File: config.mk
export PLATFORM = sky130hd
export DESIGN_NAME = spike_synapse_mac_flat
export DESIGN_NICKNAME = d
export VERILOG_FILES = /design/src/rtl/snn_pkg.sv /design/src/rtl/spike_synapse_mac_if.sv /design/src/rtl/synapse_weight_rf.sv /design/src/rtl/spike_synapse_mac.sv /design/src/flat_wrapper.sv
export SDC_FILE = /design/constraint.sdc
export NUM_CORES = 1
export LEC_CHECK = 0
export CORE_UTILIZATION = 50
export DETAILED_ROUTE_END_ITERATION = 7
export MAX_ROUTING_LAYER = met4
export PLACE_DENSITY = 0.66
export REMOVE_ABC_BUFFERS = 1
export SYNTH_ARGS = -nofsm -noshare
export SYNTH_HDL_FRONTEND = slang
export SYNTH_SLANG_ARGS = --single-unit
File: constraint.sdc
create_clock -name clk -period 13.32 [get_ports clk]
set_clock_uncertainty 0.2 [all_clocks]
set_input_delay 1.998 -clock clk [delete_from_list [all_inputs] [get_ports clk]]
set_output_delay 1.998 -clock clk [all_outputs]
set_load 0.01 [all_outputs]
File: src/rtl/snn_pkg.sv
// Shared definitions for the spiking-network datapath: FSM encoding, default
// saturation ceiling and the output clamp used by the synapse integrator.
package snn_pkg;

    localparam int SNN_MAX_VAL = 100;

    typedef enum logic [1:0] {
        S_IDLE  = 2'd0,
        S_ACCUM = 2'd1,
        S_OUT   = 2'd2
    } syn_state_e;

    // Clamp a sign-extended sum into [0, max_val].
    // An unsigned sum arrives zero-extended, so only the upper bound can apply to it.
    function automatic logic [31:0] sat_clamp(input logic signed [31:0] v, input int max_val);
        logic [31:0] r;
        if (v < 0) begin
            r = '0;
        end else if (v >= max_val) begin
            r = 32'(max_val);
        end else begin
            r = $unsigned(v);
        end
        return r;
    endfunction

endpackage

File: src/rtl/spike_synapse_mac_if.sv
// Spike-vector start/result handshake and weight loader port of the synapse integrator.
interface spike_synapse_mac_if #(
    parameter int NUM_IN       = 16,
    parameter int DATA_WIDTH   = 8,
    parameter int WEIGHT_WIDTH = 8
);
    localparam int ADDR_W = $clog2(NUM_IN);

    logic                    in_start;
    logic [NUM_IN-1:0]       in_spikes;
    logic                    wt_we;
    logic [ADDR_W-1:0]       wt_addr;
    logic [WEIGHT_WIDTH-1:0] wt_wdata;
    logic                    busy;
    logic                    out_valid;
    logic [DATA_WIDTH-1:0]   out_mac_sum;

    modport master (
        output in_start, in_spikes, wt_we, wt_addr, wt_wdata,
        input  busy, out_valid, out_mac_sum
    );

    modport slave (
        input  in_start, in_spikes, wt_we, wt_addr, wt_wdata,
        output busy, out_valid, out_mac_sum
    );

endinterface

File: src/rtl/synapse_weight_rf.sv
// Synaptic weight table: one write port, one asynchronous read port, cleared on reset.
// A read of the address being written this cycle returns the old weight.
module synapse_weight_rf #(
    parameter int NUM_IN       = 16,
    parameter int WEIGHT_WIDTH = 8,
    parameter int ADDR_W       = $clog2(NUM_IN)
) (
    input  logic                    clk,
    input  logic                    rst,
    input  logic                    we,
    input  logic [ADDR_W-1:0]       waddr,
    input  logic [WEIGHT_WIDTH-1:0] wdata,
    input  logic [ADDR_W-1:0]       raddr,
    output logic [WEIGHT_WIDTH-1:0] rdata
);

    logic [WEIGHT_WIDTH-1:0] w_q [NUM_IN];
    logic [WEIGHT_WIDTH-1:0] w_d [NUM_IN];

    always_comb begin
        w_d = w_q;
        if (we) begin
            w_d[waddr] = wdata;
        end
    end

    always_ff @(posedge clk or posedge rst) begin
        if (rst) begin
            w_q <= '{default: '0};
        end else begin
            w_q <= w_d;
        end
    end

    assign rdata = w_q[raddr];

endmodule

File: src/rtl/spike_synapse_mac.sv
// Presynaptic integrator: sums the weights of all spiking inputs, one input per cycle,
// and emits a saturated result pulse. Define SYNAPSE_INHIBIT_EN for signed (inhibitory) weights.
//
// state   | meaning
// --------+-----------------------------------------------------------
// S_IDLE  | waiting for in_start; weights may still be written
// S_ACCUM | walking idx 0..NUM_IN-1, adding w[idx] where spike[idx]=1
// S_OUT   | out_valid pulse; clamped sum presented on out_mac_sum
module spike_synapse_mac
    import snn_pkg::*;
#(
    parameter int NUM_IN       = 16,
    parameter int DATA_WIDTH   = 8,
    parameter int WEIGHT_WIDTH = 8,
    parameter int MAX_VAL      = SNN_MAX_VAL
) (
    input  logic               clk,
    input  logic               rst,
    spike_synapse_mac_if.slave bus
);

    localparam int ADDR_W = $clog2(NUM_IN);
    localparam int ACC_W  = WEIGHT_WIDTH + ADDR_W + 1;

    syn_state_e              state_q, state_d;
    logic [ADDR_W-1:0]       idx_q, idx_d;
    logic [ACC_W-1:0]        acc_q, acc_d;
    logic [NUM_IN-1:0]       spikes_q, spikes_d;
    logic [DATA_WIDTH-1:0]   out_sum_q, out_sum_d;

    logic [WEIGHT_WIDTH-1:0] w_rdata;
    logic [ACC_W-1:0]        w_ext;
    logic [ACC_W-1:0]        acc_sum;
    logic signed [31:0]      acc_ext;

    synapse_weight_rf #(
        .NUM_IN       (NUM_IN),
        .WEIGHT_WIDTH (WEIGHT_WIDTH),
        .ADDR_W       (ADDR_W)
    ) u_weight_rf (
        .clk   (clk),
        .rst   (rst),
        .we    (bus.wt_we),
        .waddr (bus.wt_addr),
        .wdata (bus.wt_wdata),
        .raddr (idx_q),
        .rdata (w_rdata)
    );

    always_comb begin
`ifdef SYNAPSE_INHIBIT_EN
        w_ext   = {{(ACC_W-WEIGHT_WIDTH){w_rdata[WEIGHT_WIDTH-1]}}, w_rdata};
`else
        w_ext   = {{(ACC_W-WEIGHT_WIDTH){1'b0}}, w_rdata};
`endif
        acc_sum = acc_q + (spikes_q[idx_q] ? w_ext : '0);
`ifdef SYNAPSE_INHIBIT_EN
        acc_ext = {{(32-ACC_W){acc_sum[ACC_W-1]}}, acc_sum};
`else
        acc_ext = {{(32-ACC_W){1'b0}}, acc_sum};
`endif
    end

    always_comb begin
        state_d   = state_q;
        idx_d     = idx_q;
        acc_d     = acc_q;
        spikes_d  = spikes_q;
        out_sum_d = out_sum_q;
        unique case (state_q)
            S_IDLE: begin
                if (bus.in_start) begin
                    spikes_d = bus.in_spikes;
                    acc_d    = '0;
                    idx_d    = '0;
                    state_d  = S_ACCUM;
                end
            end
            S_ACCUM: begin
                acc_d = acc_sum;
                idx_d = idx_q + ADDR_W'(1);
                // The result is captured on the last accumulate edge so it is
                // already on out_mac_sum during the S_OUT pulse.
                if (idx_q == ADDR_W'(NUM_IN - 1)) begin
                    out_sum_d = DATA_WIDTH'(sat_clamp(acc_ext, MAX_VAL));
                    state_d   = S_OUT;
                end
            end
            S_OUT: begin
                state_d = S_IDLE;
            end
            default: begin
                state_d = S_IDLE;
            end
        endcase
    end

    always_ff @(posedge clk or posedge rst) begin
        if (rst) begin
            state_q   <= S_IDLE;
            idx_q     <= '0;
            acc_q     <= '0;
            spikes_q  <= '0;
            out_sum_q <= '0;
        end else begin
            state_q   <= state_d;
            idx_q     <= idx_d;
            acc_q     <= acc_d;
            spikes_q  <= spikes_d;
            out_sum_q <= out_sum_d;
        end
    end

    assign bus.busy        = (state_q != S_IDLE);
    assign bus.out_valid   = (state_q == S_OUT);
    assign bus.out_mac_sum = out_sum_q;

endmodule

File: src/flat_wrapper.sv
// flat-port wrapper written by rule: the top's interface ports become plain ports
module spike_synapse_mac_flat import snn_pkg::*;
#(
    parameter int NUM_IN       = 16,
    parameter int DATA_WIDTH   = 8,
    parameter int WEIGHT_WIDTH = 8,
    parameter int MAX_VAL      = SNN_MAX_VAL
)
  (clk, rst, bus_in_start, bus_in_spikes, bus_wt_we, bus_wt_addr, bus_wt_wdata, bus_busy, bus_out_valid, bus_out_mac_sum);
  spike_synapse_mac_if #(.NUM_IN(NUM_IN), .DATA_WIDTH(DATA_WIDTH), .WEIGHT_WIDTH(WEIGHT_WIDTH)) bus_i ();
  input  logic clk;
  input  logic rst;
  input wire logic [$bits(bus_i.in_start)-1:0] bus_in_start;
  input wire logic [$bits(bus_i.in_spikes)-1:0] bus_in_spikes;
  input wire logic [$bits(bus_i.wt_we)-1:0] bus_wt_we;
  input wire logic [$bits(bus_i.wt_addr)-1:0] bus_wt_addr;
  input wire logic [$bits(bus_i.wt_wdata)-1:0] bus_wt_wdata;
  output wire logic [$bits(bus_i.busy)-1:0] bus_busy;
  output wire logic [$bits(bus_i.out_valid)-1:0] bus_out_valid;
  output wire logic [$bits(bus_i.out_mac_sum)-1:0] bus_out_mac_sum;
  assign bus_i.in_start = bus_in_start;
  assign bus_i.in_spikes = bus_in_spikes;
  assign bus_i.wt_we = bus_wt_we;
  assign bus_i.wt_addr = bus_wt_addr;
  assign bus_i.wt_wdata = bus_wt_wdata;
  assign bus_busy = bus_i.busy;
  assign bus_out_valid = bus_i.out_valid;
  assign bus_out_mac_sum = bus_i.out_mac_sum;
  spike_synapse_mac #(.NUM_IN(NUM_IN), .DATA_WIDTH(DATA_WIDTH), .WEIGHT_WIDTH(WEIGHT_WIDTH), .MAX_VAL(MAX_VAL)) u_core (.clk(clk), .rst(rst), .bus(bus_i));
endmodule
==> impl_metrics.py, run 1 <==
metrics = {
    "worst_setup_path": {
        "critical_path_class": "reg -> reg",
        "cp-startpoint": "u_core.idx_q[1]",
        "r2r_slack_ns": 8.51,
        "crit_fanout": 15,
        "worstPathArrival_ns": 4.91,
        "worstSetupEndpointType": "flop",
        "r2r-start": "u_core.idx_q[1]",
        "start_kind": "flop",
        "required_ns": 13.42,
    },
    "finish": {
        "nets": 634,
        "antenna_cells": 0,
        "drive_gt1_share_pct": 38.18,
        "post-route-util_pct": 58.11,
        "synthToLayoutAreaGrowth_pct": 14.16,
        "final_area_um2": 9198,
    },
    "logic_synthesis": {
        "synth_xor_area_share_pct": 0.8697,
        "ys_ff_latch": 171,
        "post_synth_num_cell_types": 42,
        "syn_inst": 561,
        "synth_top_family_by_area": "multiplexers",
        "synth_warnings": 0,
        "synthFlopType": "dfrtp_1",
        "synth-simple-area-share_pct": 5.482,
        "seq_area_frac_synth_pct": 53.11,
        "synth_edf_count": 0,
        "synthesis.area_um2": 8056,
        "synth_top_area_cell": "dfrtp_1",
        "synth-async-reset-ratio_pct": 100.0,
        "syn_area_per_cell_um2": 14.36,
        "ys_top_cells_by_count": "171 x dfrtp_1, 145 x mux2_2, 44 x mux4_2",
        "ys_top_cells_by_area": "dfrtp_1 53%, mux2_2 20%, mux4_2 12%",
        "muxShareOfSynthArea_pct": 32.82,
        "synth_top_area_share_pct": 53.11,
        "synth_fa_ha_area_share_pct": 1.646,
        "yosysMostFrequentCell": "dfrtp_1",
        "synth_compound_area_share_pct": 4.286,
    },
    "detailed_routing": {
        "dr_total_vias": 4887,
        "drtPass1Iterations": 4,
        "drcViolationCount": 0,
        "initialDrtViolationCount": 278,
        "finalWirelength_um": 17020,
        "wire_per_inst_um": 20.73,
        "drt.antenna.violating_nets": 0,
        "drt-vias-per-instance": 5.952,
    },
    "global_route": {
        "grt_pass1_wl_um": 27740,
        "antenna_found_initial": 0,
        "grt.overflow.total": 0,
        "grt_pass1_vias": 5096,
        "track_usage_pct": 23.19,
        "grt_max_degree": 90,
    },
    "timing": {
        "slew_headroom_pct": 26.83,
        "rsz0062_at_grt": "false",
        "fin_tns_setup_ns": 0,
        "min_period_ns": 4.809,
        "hold_violations": 0,
        "fmax_mhz": 208.0,
        "finalSetupViolCount": 0,
        "post-route-period-util_pct": 36.10,
        "whs_ns": 0.2859,
        "drv_slew": 0,
        "worst_pin_slew_ns": 1.097,
    },
    "clock_network": {
        "post_cts_buffers": 0,
        "ctsResizeCount": 0,
        "path_clk_slew_ns": 0.07,
        "clockRootBuffer": "clkbuf_16",
        "cts.htree.levels": 4,
        "clk_path_buf_depth": 2,
        "hold_buffers": 0,
        "cts.sinks": 171,
        "numCtsBuffers": 17,
        "cts_tree": "built",
        "insertion_delay_ns": 0.43,
    },
    "placed_design": {
        "postPlaceCellArea_um2": 8643,
        "place_congestion": 0.8415,
        "dpl.hpwl_um": 11140,
        "io_buffers": 41,
    },
    "worst_hold_path": {
        "min_from": "u_core.bus.out_mac_sum[7]",
        "hp-class": "reg -> reg",
    },
    "floorplanning": {
        "pin_count": 42,
        "rows": 46,
        "die-area_um2": 16620,
        "die_h_um": 128.9,
        "core_area_um2": 15830,
        "initial_utilization_pct": 50.90,
        "dieWidth_um": 128.9,
    },
    "job": {
        "maxCapViolations": 0,
    },
    "outcome": {
        "status": "finished, final reports clean",
    },
    "power": {
        "p_leak_nw": 3.800,
        "irDropWorstVdd_v": 0.0001393,
        "p_per_area_nw_per_um2": 228.6,
    },
}
[logic make-up after synthesis]
kind of cell | after synthesis
AOI/OAI and AO/OA | 54
xor gates and xnor gates | 8
adders and majority gates | 10
buffers and inverters | 36
DFF | 171
muxes | 191
and+or+nand+nor | 91
[power by group]
part,internal [mW],switching (mW),total (mW),leakage (nW)
clock network,0.257,0.207,0.464,0.254
logic,0.442,0.424,0.865,1.45
registers,0.670,0.103,0.773,2.10
total,1.37,0.734,2.10,3.80
[cell usage in the layout, fill, tap and decap left out, types with 3 or more instances in the layout]
cell type        synthesis  layout
or2_2                    3       3
clkinvlp_4               0       6
or3_1                    4       4
nand2_1                 32      32
o22ai_1                  7       7
o31ai_1                  4       4
nand3b_1                 3       3
dfrtp_1                171     170
clkinv_2                 0       3
a21o_1                   3       3
o21ai_0                 19      19
nand3_1                  7       7
clkinv_4                 0       3
nor2b_1                 10      10
buf_4                    1       4
clkdlybuf4s50_1          0      41
a21oi_1                  8       8
nand4_1                  3       3
mux2_2                 145     145
nand2b_1                 4       4
xnor2_1                  4       4
ha_1                     9       9
nor2_1                  18      17
clkbuf_16                0      17
xor2_1                   4       4
mux4_2                  44      44
[final timing paths]
kind | endpoint | cells after the start
setup / recovery | u_core.bus.out_mac_sum[3] | 12
setup reg to reg | u_core.bus.out_mac_sum[3] | 12
max in group asynchronous | u_core.idx_q[0] | 3
min in group asynchronous | u_core.u_weight_rf.w_q[69] | 2
hold / removal | u_core.bus.out_mac_sum[7] | 1
hold reg to reg | u_core.bus.out_mac_sum[7] | 1
[per-layer routing]
metal,part of all wire (%),global-route usage (%)
met2,49,36.72
met1,45,30.07
met3,3.5,4.990
met4,1.9,7.128
met5,0,-
[area by class of cell]
cell class	count	area, um^2
Clock inverter	14	125.1
Clock buffer	18	429.2
Sequential cell	171	4280
Multi-Input combinational cell	354	3636
Timing Repair Buffer	45	440.4
Inverter	3	16.27
Tap cell	216	270.3
Fill cell	1255	6630
[per-stage QoR]
| step | worst slack [ns] | std cells | power (mW) |
|---|---|---|---|
| 2_1_floorplan | 6.490 | 528 | 1.411 |
| 3_3_place_gp | 8.711 | 789 | 1.621 |
| 3_5_place_dp | 8.476 | 789 | 1.647 |
| 4_1_cts | 8.406 | 821 | 2.118 |
| 5_1_grt | 8.067 | 821 | 2.237 |
| 6_report | 8.511 | 821 | 2.102 |
[flip-flops by register name (all words and copies together), names as in the netlist]
register,count
u_core.acc_q,13
u_core.bus.out_mac_sum,8
u_core.idx_q,4
u_core.spikes_q,16
u_core.state_q,2
u_core.u_weight_rf.w_q,128
[worst max-delay path: stages, from the launching register on]
cell and delay, ns:
dfrtp_1 0.86, mux4_2 0.41, mux2_2 0.27, o21ai_0 0.71
nor2b_1 0.12, ha_1 0.26, fa_1 0.43, nand3_1 0.14
a21oi_1 0.11, o21ai_0 0.27, xor2_1 0.29, o2111ai_1 0.27
o41ai_1 0.35
No activity file was read; power rests on OpenSTA's default activity.
==> run 2: changes to the inputs <==
==> constraint.sdc (replaced) <==
create_clock -name clk -period 4.58 [get_ports clk]
set_clock_uncertainty 0.2 [all_clocks]
set_input_delay 0.687 -clock clk [delete_from_list [all_inputs] [get_ports clk]]
set_output_delay 0.687 -clock clk [all_outputs]
set_load 0.01 [all_outputs]
==> run 2 against run 1 <==
Compared with the run above: power increased to 3.0 times the previous value; wire length increased by 3.3%; global-route usage increased by 0.87 points; worst setup slack got worse by 8.2 ns; die area unchanged; critical endpoint is now u_core.bus.out_mac_sum[2].
==> impl_metrics.py, run 2 (synthesis results as in run 1) <==
metrics = {
    "worst_setup_path": {
        "worstPathArrival_ns": 4.34,
        "crit_fanout": 11,
        "start_kind": "flop",
        "required_ns": 4.68,
        "r2r-start": "u_core.idx_q[0]",
        "cp-startpoint": "u_core.idx_q[0]",
        "cp-endpoint": "u_core.bus.out_mac_sum[2]",
        "critical_path_class": "reg -> reg",
        "r2r_cells": 12,
        "reg2reg_to": "u_core.bus.out_mac_sum[2]",
        "worstSetupEndpointType": "flop",
        "r2r_slack_ns": 0.34,
    },
    "timing": {
        "fin_tns_setup_ns": 0,
        "post-route-period-util_pct": 92.63,
        "worst_pin_slew_ns": 1.076,
        "fmax_mhz": 235.7,
        "finalSetupViolCount": 0,
        "drv_slew": 0,
        "min_period_ns": 4.242,
        "whs_ns": 0.2882,
        "hold_violations": 0,
        "rsz0062_at_grt": "false",
        "slew_headroom_pct": 28.03,
    },
    "detailed_routing": {
        "drtPass1Iterations": 5,
        "wire_per_inst_um": 21.18,
        "drt.antenna.violating_nets": 0,
        "finalWirelength_um": 17580,
        "dr_total_vias": 4856,
        "drt-vias-per-instance": 5.851,
        "drcViolationCount": 0,
        "initialDrtViolationCount": 332,
    },
    "global_route": {
        "grt-busiest-layer": "met2",
        "grt.overflow.total": 0,
        "use_met1_pct": 31.96,
        "use_met3_pct": 5.405,
        "grt_max_degree": 86,
        "grt_pass1_wl_um": 28520,
        "track_usage_pct": 24.06,
        "met2_usage_pct": 37.36,
        "grt_pass1_vias": 5199,
        "antenna_found_initial": 0,
    },
    "floorplanning": {
        "rows": 46,
        "dieWidth_um": 128.9,
        "pin_count": 42,
        "die-area_um2": 16620,
        "core_area_um2": 15830,
        "die_h_um": 128.9,
        "initial_utilization_pct": 50.90,
    },
    "power": {
        "finalPower_mw": 6.361,
        "p_per_area_nw_per_um2": 679.2,
        "p_leak_nw": 3.907,
        "irDropWorstVdd_v": 0.0003494,
    },
    "clock_network": {
        "post_cts_buffers": 0,
        "path_clk_slew_ns": 0.06,
        "hold_buffers": 0,
        "ctsResizeCount": 0,
        "numCtsBuffers": 17,
        "cts_tree": "built",
        "cts.htree.levels": 4,
        "cts.sinks": 171,
        "clk_path_buf_depth": 2,
        "insertion_delay_ns": 0.42,
        "clockRootBuffer": "clkbuf_16",
    },
    "finish": {
        "final_common_cell": "dfrtp_1",
        "antenna_cells": 0,
        "post-route-util_pct": 59.18,
        "largest_reg_flops": 128,
        "synthToLayoutAreaGrowth_pct": 16.26,
        "regMostFlops": "u_core.u_weight_rf.w_q",
        "drive_gt1_share_pct": 38.93,
        "nets": 644,
        "fin_cells": 830,
        "reg.largest.list": "u_core.u_weight_rf.w_q (128), u_core.spikes_q (16), u_core.acc_q (13)",
        "layout_common_cells": "170 x dfrtp_1, 145 x mux2_2, 44 x mux4_2, 41 x clkdlybuf4s50_1, 32 x nand2_1",
    },
    "placed_design": {
        "place_congestion": 0.8815,
        "io_buffers": 41,
        "placedCellCount": 799,
        "dpl.hpwl_um": 11480,
    },
    "worst_hold_path": {
        "hp-class": "reg -> reg",
    },
    "outcome": {
        "status": "finished, final reports clean",
    },
    "job": {
        "maxCapViolations": 0,
    },
}
[run 2: cell types whose count changed in the layout (fill, tap and decap cells not counted)]
cell / change
buf_12: +3
buf_4: +7
bufinv_16: +2
clkbuf_1: +1
clkbuf_8: +3
clkinv_2: -1
clkinv_4: -2
clkinvlp_4: -5
inv_8: +1
[run 2: routing by layer]
metal / vias up / wire (um)
met3: 15 / 733
met2: 98 / 8744
met4: 0 / 187
met1: 2565 / 7914
met5: - / 0
li1: 2178 / -
[run 2: final cells by class]
class	instances	area (um^2)
clock inverter	9	136.4
timing repair buffer	55	553.0
clock buffer	22	474.2
inverter	3	16.27
sequential	171	4280
multi-input combinational	354	3636
tap	216	270.3
fill	1230	6461
[run 2: worst min-delay path by stage]
stage / slack [ns] / to / from / cells past startpoint
floorplan: 0.27 / u_core.u_weight_rf.w_q[24] / u_core.u_weight_rf.w_q[24] / 1
global placement: 0.27 / u_core.bus.out_mac_sum[4] / u_core.bus.out_mac_sum[4] / 2
detailed placement: 0.27 / u_core.bus.out_mac_sum[7] / u_core.bus.out_mac_sum[7] / 1
CTS: 0.29 / u_core.bus.out_mac_sum[7] / u_core.bus.out_mac_sum[7] / 1
global route: 0.30 / u_core.bus.out_mac_sum[7] / u_core.bus.out_mac_sum[7] / 1
finish: 0.29 / u_core.bus.out_mac_sum[7] / u_core.bus.out_mac_sum[7] / 1
[run 2: critical path: stages, from the launching register on]
cell	delay [ns]
dfrtp_2	0.58
buf_12	0.20
mux4_2	0.51
mux4_2	0.48
nor2b_1	0.15
ha_1	0.21
fa_1	0.44
a21oi_1	0.16
o21ai_0	0.11
a21oi_1	0.19
xor2_1	0.34
o31ai_1	0.18
o32a_1	0.36
[run 2: power by group]
group	switching, mW	leakage, nW	internal, mW
combinational	1.27	1.51	1.38
clock	0.589	0.298	0.904
sequential	0.270	2.10	1.95
total	2.13	3.91	4.23
[run 2: through the flow]
stage | cell area (um^2) | worst slack [ns]
CTS | 9366 | 0.3074
global placement | 8756 | 0.3694
detailed placement | 8756 | 0.3286
floorplan | 7924 | -0.9388
finish | 9366 | 0.3377
global route | 9366 | 0.08772
==> run 3: changes to the inputs <==
--- a/config.mk
+++ b/config.mk
@@ -5,10 +5,10 @@
 export SDC_FILE = /design/constraint.sdc
 export NUM_CORES = 1
 export LEC_CHECK = 0
-export CORE_UTILIZATION = 50
+export CORE_UTILIZATION = 40
 export DETAILED_ROUTE_END_ITERATION = 7
 export MAX_ROUTING_LAYER = met4
-export PLACE_DENSITY = 0.66
+export PLACE_DENSITY = 0.55
 export REMOVE_ABC_BUFFERS = 1
 export SYNTH_ARGS = -nofsm -noshare
 export SYNTH_HDL_FRONTEND = slang
==> constraint.sdc (replaced) <==
create_clock -name clk -period 5 [get_ports clk]
set_clock_uncertainty 0.2 [all_clocks]
set_input_delay 1.25 -clock clk [delete_from_list [all_inputs] [get_ports clk]]
set_output_delay 1.25 -clock clk [all_outputs]
set_load 0.01 [all_outputs]
==> run 3 against run 2 <==
Compared with the run above: wire length up 2.2%; combinational power shrank 10%; via count is 1.4% lower; maximum frequency shrank 2.8%; clock power down 11%; flip-flop and latch count stayed put; critical path depth unchanged; sequential power shrank 9.5%.
==> impl_metrics.py, run 3 (synthesis results as in run 1) <==
metrics = {
    "outcome": {
        "status": "finished, final reports clean",
    },
    "timing": {
        "finalSetupViolCount": 0,
        "drv_slew": 0,
        "fmax_mhz": 229.1,
        "slew_headroom_pct": 29.78,
        "whs_ns": 0.2883,
        "min_period_ns": 4.364,
        "post-route-period-util_pct": 87.29,
        "hold_violations": 0,
        "rsz0062_at_grt": "false",
        "worst_pin_slew_ns": 1.049,
        "setup_ws_ns": 0.6355,
    },
    "global_route": {
        "antenna_found_initial": 0,
        "grt_pass1_wl_um": 29030,
        "grt_pass1_vias": 5061,
        "grt_max_degree": 74,
        "track_usage_pct": 19.84,
        "grt.overflow.total": 0,
    },
    "power": {
        "p_leak_nw": 3.891,
        "finalPower_mw": 5.729,
        "combinationalPowerShare_pct": 41.6,
        "pwr-share-clk_pct": 23.3,
        "seqPwrFrac_pct": 35.1,
        "p_per_area_nw_per_um2": 610.7,
        "swShare_pct": 34.56,
        "irDropWorstVdd_v": 0.0002507,
        "intPower_mw": 3.749,
        "switchingPower_mw": 1.980,
    },
    "finish": {
        "reg.largest.list": "u_core.u_weight_rf.w_q (128), u_core.spikes_q (16), u_core.acc_q (13)",
        "fill_cells": 1732,
        "antenna_cells": 0,
        "layout_common_cells": "170 x dfrtp_1, 145 x mux2_2, 44 x mux4_2, 41 x clkdlybuf4s50_1, 32 x nand2_1",
        "synthToLayoutAreaGrowth_pct": 16.43,
        "regMostFlops": "u_core.u_weight_rf.w_q",
        "largest_reg_flops": 128,
        "multi_input_area_um2": 3636,
        "final_common_cell": "dfrtp_1",
        "nets": 641,
        "post-route-util_pct": 47.88,
        "drive_gt1_share_pct": 39.05,
        "seqCellArea_um2": 4280,
        "final_area_um2": 9380,
    },
    "clock_network": {
        "cts.htree.levels": 4,
        "path_clk_slew_ns": 0.07,
        "post_cts_buffers": 0,
        "clk_path_buf_depth": 2,
        "hold_buffers": 0,
        "numCtsBuffers": 17,
        "clockRootBuffer": "clkbuf_16",
        "ctsResizeCount": 0,
        "insertion_delay_ns": 0.44,
        "cts.sinks": 171,
        "cts_tree": "built",
    },
    "detailed_routing": {
        "wire_per_inst_um": 20.48,
        "initialDrtViolationCount": 260,
        "drcViolationCount": 0,
        "drt-vias-per-instance": 5.462,
        "finalWirelength_um": 17960,
        "dr_total_vias": 4790,
        "drt.antenna.violating_nets": 0,
        "drtPass1Iterations": 4,
    },
    "worst_setup_path": {
        "required_ns": 5.11,
        "cp.depth": 12,
        "crit_buf_inv": 1,
        "critical_path_class": "reg -> reg",
        "cp-startpoint": "u_core.idx_q[0]",
        "cp_top_family": "multiplexers",
        "slowest_delay_ns": 0.55,
        "r2r_cells": 12,
        "worstSetupEndpointType": "flop",
        "reg2reg_to": "u_core.bus.out_mac_sum[3]",
        "r2r_slack_ns": 0.64,
        "cp_common_cell": "mux4_2",
        "crit_fanout": 36,
        "start_kind": "flop",
        "cp-endpoint": "u_core.bus.out_mac_sum[3]",
        "slowest_stage": "mux4_2",
        "r2r-start": "u_core.idx_q[0]",
        "worstPathArrival_ns": 4.48,
        "worstPathCellList": "buf_12 -> mux4_2 -> mux4_2 -> nor2b_1 -> ha_1 -> fa_1 -> nand3_1 -> a21oi_1 -> nor4_1 -> a21o_1 -> o2111ai_1 -> o41ai_1",
    },
    "floorplanning": {
        "die_h_um": 143.9,
        "pin_count": 42,
        "dieWidth_um": 143.9,
        "die-area_um2": 20710,
        "rows": 51,
        "initial_utilization_pct": 41.13,
        "core_area_um2": 19590,
    },
    "job": {
        "maxCapViolations": 0,
    },
    "placed_design": {
        "place_ws_ns": 0.6165,
        "place_congestion": 0.8712,
        "postPlaceCellArea_um2": 8795,
        "io_buffers": 41,
        "dpl.hpwl_um": 11530,
    },
    "worst_hold_path": {
        "min_from": "u_core.bus.out_mac_sum[7]",
        "hp-class": "reg -> reg",
    },
}
run 3: worst min-delay path by stage:
stage / end / cells after the start
floorplan: u_core.u_weight_rf.w_q[24] / 1
global placement: u_core.bus.out_mac_sum[7] / 1
detailed placement: u_core.bus.out_mac_sum[7] / 1
CTS: u_core.bus.out_mac_sum[7] / 1
global route: u_core.u_weight_rf.w_q[57] / 1
finish: u_core.bus.out_mac_sum[7] / 1
run 3: per-stage QoR:
stage | instances | setup TNS, ns
after floorplan | 528 | -185.83
after global placement | 845 | 0
after detailed placement | 845 | 0
after CTS | 877 | 0
after global routing | 877 | 0
final | 877 | 0
run 3: final cells by class:
| cell class | count | share of cell area, % |
|---|---|---|
| Sequential cell | 171 | 45.63 |
| Multi-Input combinational cell | 354 | 38.76 |
| Timing Repair Buffer | 52 | 5.656 |
| Clock buffer | 17 | 4.535 |
| Tap cell | 265 | 3.535 |
| Clock inverter | 15 | 1.707 |
| Inverter | 3 | 0.1734 |
run 3: power groups by stage:
stage               registers (mW)  logic, mW  clock network [mW]
finish                        2.01       2.38                1.33
global route                  2.07       2.63                1.42
CTS                           2.02       2.42                1.36
detailed placement            2.04       2.40                   0
global placement              2.03       2.36                   0
floorplan                     2.08       1.68                   0
run 3: per-layer routing:
layer / global-route usage [%] / share of wire [%] / vias up
li1: - / - / 2158
met1: 26.33 / 47 / 2544
met2: 30.97 / 49 / 74
met3: 3.432 / 3.1 / 14
met4: 6.271 / 1.1 / 0
met5: - / 0 / -
